## config.mk

```make
export PLATFORM = sky130hd
export DESIGN_NAME = s2p_core_flat
export DESIGN_NICKNAME = d
export VERILOG_FILES = /design/src/rtl/s2p_core_if.sv /design/src/rtl/s2p_core.sv /design/src/flat_wrapper.sv
export SDC_FILE = /design/constraint.sdc
export NUM_CORES = 1
export LEC_CHECK = 0
export CAP_MARGIN = 20
export CORE_UTILIZATION = 35
export CTS_CLUSTER_DIAMETER = 50
export DETAILED_ROUTE_END_ITERATION = 12
export SYNTH_ARGS = -nofsm -noshare
export SYNTH_HDL_FRONTEND = slang
export SYNTH_SLANG_ARGS = --single-unit
```

## constraint.sdc

```tcl
create_clock -name clka -period 1.55 [get_ports clka]
set_input_delay 0.465 -clock clka [delete_from_list [all_inputs] [get_ports clka]]
set_output_delay 0.465 -clock clka [all_outputs]
set_load 0.01 [all_outputs]
```

## src/rtl/s2p_core_if.sv

```systemverilog
// Serial-in / parallel-out bundle for s2p_core: serial enable and bit in, word strobe and word out.
// The master side is the serial source and word consumer; the slave side is the converter itself.
interface s2p_core_if #(
  parameter int WIDTH = 8
);
  logic             wra_n;
  logic             da;
  logic             wrb;
  logic [WIDTH-1:0] db;

  modport master (
    output wra_n,
    output da,
    input  wrb,
    input  db
  );

  modport slave (
    input  wra_n,
    input  da,
    output wrb,
    output db
  );
endinterface

```

## src/rtl/s2p_core.sv

```systemverilog
// s2p_core: collects WIDTH serial bits from da while wra_n is low and emits the word on db with a one-cycle wrb.
// Optional feature macro S2P_PARTIAL_FLUSH_EN: an aborted partial word is flushed, aligned as in a full word.
module s2p_core #(
  parameter int WIDTH     = 8,
  parameter bit MSB_FIRST = 1'b1
) (
  input logic        clka,
  input logic        rst,
  s2p_core_if.slave  bus
);
  localparam int            CW   = $clog2(WIDTH) + 1;
  localparam logic [CW-1:0] LAST = CW'(WIDTH - 1);

  logic [CW-1:0]    cnt;
  logic [WIDTH-1:0] sreg;
  logic [WIDTH-1:0] shifted;

  // MSB-first fills from the bottom and shifts up; LSB-first fills from the top and shifts down.
  always_comb begin
    shifted = sreg;
    if (MSB_FIRST) shifted = {sreg[WIDTH-2:0], bus.da};
    else           shifted = {bus.da, sreg[WIDTH-1:1]};
  end

`ifdef S2P_PARTIAL_FLUSH_EN
  logic [CW-1:0]    gap;
  logic [WIDTH-1:0] partial;

  // cnt bits are packed at the filling end; moving them by the missing-bit count aligns them.
  always_comb begin
    gap     = CW'(WIDTH) - cnt;
    partial = MSB_FIRST ? (sreg << gap) : (sreg >> gap);
  end
`endif

  always_ff @(posedge clka) begin
    if (rst) begin
      cnt     <= '0;
      sreg    <= '0;
      bus.db  <= '0;
      bus.wrb <= 1'b0;
    end else begin
      bus.wrb <= 1'b0;
      if (!bus.wra_n) begin
        if (cnt == LAST) begin
          bus.db  <= shifted;
          bus.wrb <= 1'b1;
          cnt     <= '0;
          sreg    <= '0;
        end else begin
          sreg <= shifted;
          cnt  <= cnt + 1'b1;
        end
      end else if (cnt != '0) begin
`ifdef S2P_PARTIAL_FLUSH_EN
        bus.db  <= partial;
        bus.wrb <= 1'b1;
`endif
        cnt  <= '0;
        sreg <= '0;
      end
    end
  end
endmodule

```

## src/flat_wrapper.sv

```systemverilog
// flat-port wrapper written by rule: the top's interface ports become plain ports
module s2p_core_flat 
#(
  parameter int WIDTH     = 8,
  parameter bit MSB_FIRST = 1'b1
)
  (clka, rst, bus_wra_n, bus_da, bus_wrb, bus_db);
  s2p_core_if #(.WIDTH(WIDTH)) bus_i ();
  input logic clka;
  input logic rst;
  input wire logic [$bits(bus_i.wra_n)-1:0] bus_wra_n;
  input wire logic [$bits(bus_i.da)-1:0] bus_da;
  output wire logic [$bits(bus_i.wrb)-1:0] bus_wrb;
  output wire logic [$bits(bus_i.db)-1:0] bus_db;
  assign bus_i.wra_n = bus_wra_n;
  assign bus_i.da = bus_da;
  assign bus_wrb = bus_i.wrb;
  assign bus_db = bus_i.db;
  s2p_core #(.WIDTH(WIDTH), .MSB_FIRST(MSB_FIRST)) u_core (.clka(clka), .rst(rst), .bus(bus_i));
endmodule
```

==> results.md <==
| Quantity | Value |
|---|---|
| Final-report hold violation count | 0 |
| Post-CTS Setup Inserts | 0 |
| Final routed wire length divided by cell count | 11.0 um |
| Horizontal die dimension | 48.2 um |
| Final setup vio count | 0 |
| Total net switching power | 0.186 mW |
| Worst setup skew after layout | 9.10 ps |
| Comb pwr share | 5.0% |
| Detailed Place HPWL | 1.04 mm |
| Sequential-to-total area share from yosys stat | 53.7% |
| Final period utilization | 95.7% |
| Sequence of cells on the critical path | clkdlybuf4s50_1 -> nand4bb_1 -> nor2_2 -> mux2_2 |
| Antenna violation net count after detailed routing | 0 |
| Detailed-router iteration count before antenna repair | 2 |
| Final count of pins violating max slew | 0 |
| Final TNS setup | 0 ps |
| Max-capacitance violation count | 0 |
| Relative max-transition margin | 73.2% |
| Number of distinct library cells after synthesis | 19 |
| Total placed cells including tap cells | 114 |
| Root buf cell | clkbuf_4 |
| Site row count | 16 |
| Actual transition at the worst max-transition pin | 402 ps |
| Critical-path maximum fanout | 9 |
| # H-tree levels | 1 |
| Power consumption | 0.992 mW |
| TritonCTS Buffers | 3 |
| Post-Syn Instances | 75 |
| Cell taking the most area after synthesis | dfxtp_1 |
| Total of flip-flops plus latches after synthesis | 20 |
| Area of the die | 2320 um2 |
| Global placer's final weighted congestion | 0.740 |
| Cell-internal power | 0.806 mW |
| Cell class contributing the biggest share of worst-path delay | simple AND/OR/NAND/NOR gates |
| Status | completed |
| Leak | 0.379 nW |
| Time the worst path needs with I/O delays and setup | 1480 ps |
| Fraction of final layout cells with drive strength greater than 1 | 12.1% |
| Mean post-synth cell area | 9.94 um2 |
| Clock insertion delay at the later pin of the skew report | 290 ps |
| Top cell type's share of synthesized area | 53.7% |
| Capturing element type of the critical path | flop |
| Largest stage delay on the critical path | 510 ps |
| Final core area utilization | 47.8% |
| Sink count of the clock tree | 20 |
| Overall routing resource usage | 12.6% |
| Hold buffer count at CTS | 0 |
| Clock transition at path regs | 110 ps |
| Hold crit path type | flop to flop |
| Initial DRC count | 7 |
| Power density over cell area | 1050 nW/um2 |
| Arr. time, crit path | 1730 ps |
| Core ar. | 1980 um2 |
| Worst path slowest cell | clkdlybuf4s50_1 |
| Setup CP Type | primary input to flop |
| Highest Clock Rate | 674 MHz |
| Cell area after synthesis | 746 um2 |
| CP bufs+invs | 1 |
| Startpoint Class | primary input |
| Number of antenna repair diodes | 0 |
| CTS tree | done |
| Largest net degree at the start of global routing | 13 |
| Total number of vias | 548 |
| Routed Wire Length | 1.30 mm |
| Fraction of power consumed by the clock network | 41.8% |
| Post-layout net count | 98 |
| Ratio of routed vias to standard cells | 4.64 |
| Layout-stage area growth over the synthesis result | 27.0% |
| Setup repair after global routing missed its margin | no |
| Starting density of the core | 37.6% |
| Cell types with the largest area share after synthesis | dfxtp_1 54%, a22o_1 9.4%, nand2_1 8.6% |
| Count of cells resized by post-cts repair | 9 |
| Via count of the first global-routing pass | 443 |
| DRC viols | 0 |
| Global-route wire length before repair | 1.98 mm |
| Net Sw Frac | 18.7% |
| Die span in y | 48.2 um |
| Non-filler cells in the finished layout | 118 |
| Portion of total power attributed to sequential cells | 53.2% |
| Hold Slack | 455 ps |
| Yosys synthesis warning count | 0 |
| Port-buffer cells | 12 |
| Total nets after synthesis | 81 |
| Boundary pin count | 13 |
| Maximum buffer depth of the clock tree | 2 |
| Antenna violations before repair | 0 |
| CP Data Required Time | 1800 ps |
| Worst voltage drop across the vdd grid | 0.000554 V |
| Grt ovf | 0 |
## layout by cell type, fill, tap and decap left out, drive strengths merged
cell type      Yosys  routed
a22o               8       8
nand3              2       2
and4bb             1       1
clkdlybuf4s50      0       3
nand2             17      17
ha                 2       2
a311oi             1       1
nor3               1       1
xnor2              1       1
bufinv             0       1
dlygate4sd2        0       9
buf                2       3
dfxtp             20      20
mux2               1       1
o21ai              1       1
clkbuf             1       3
nand4bb            2       2
inv                3       3
nor2               4       4
a21oi              8       8
## worst register-to-register path, delay by kind of cell, from the launching register on
family                     cells  cell delay [ps]
adders and majority gates      1              290
muxes                          1              230
DFF                            1              350
AOI/OAI and AO/OA              1              470
## power groups by stage
stage          logic (mW)  clock network [mW]  registers (mW)
4_1_cts            0.0503               0.428           0.528
5_1_grt            0.0543               0.455           0.529
2_1_floorplan      0.0288                   0           0.537
3_5_place_dp       0.0503                   0           0.539
3_3_place_gp       0.0486                   0           0.539
6_report           0.0493               0.415           0.528
## state kept, by name, indices dropped and copies added, names as in the netlist
name,count
u_core.bus.db,8
u_core.bus.wrb,1
u_core.cnt,4
u_core.sreg,7
## cells in the mapped netlist (all sizes together)
cell type,number
dfxtp,20
nor3,1
buf,2
and4bb,1
o21ai,1
mux2,1
a311oi,1
xnor2,1
nor2,4
nand4bb,2
nand3,2
inv,3
a21oi,8
clkbuf,1
ha,2
nand2,17
a22o,8
## layout make-up
type                       count  area, um2
fill                         196       1030
sequential                    20        400
multi-input combinational     49        318
timing repair buffer          15        131
tap                           27       33.8
clock inverter                 1       30.0
clock buffer                   3       22.5
inverter                       3       11.3
## path summary, 6_finish.rpt
check        slack, ps        startpoint                to  cells past startpoint
max                 70               rst     u_core.cnt[0]                      4
max reg2reg        160     u_core.cnt[0]     u_core.cnt[0]                      3
min                460  u_core.bus.db[3]  u_core.bus.db[3]                      2
min reg2reg        460  u_core.bus.db[3]  u_core.bus.db[3]                      2
## metal layers
metal  global-route usage (%)  vias up  wire length (um)
met4                     3.33        0                 6
met1                     15.8      245               590
met3                     4.44        2                44
met2                     20.5       11               655
li1                         -      290                 -
met5                        0        -                 0
## cells by family after synthesis
logic type / synth area share (%)
AOI/OAI and AO/OA: 19.0
muxes: 1.51
and+or+nand+nor: 17.6
adders and majority gates: 3.36
DFF: 53.7
buffers and inverters: 3.69
xor gates and xnor gates: 1.17
## metrics by stage
step	worst slack, ps	instance area (um2)
floorplan	302	746
global placement	-214	906
detailed placement	-258	906
CTS	64.8	947
global route	18.3	947
finish	66.9	947
No activity file was read; power rests on OpenSTA's default activity.
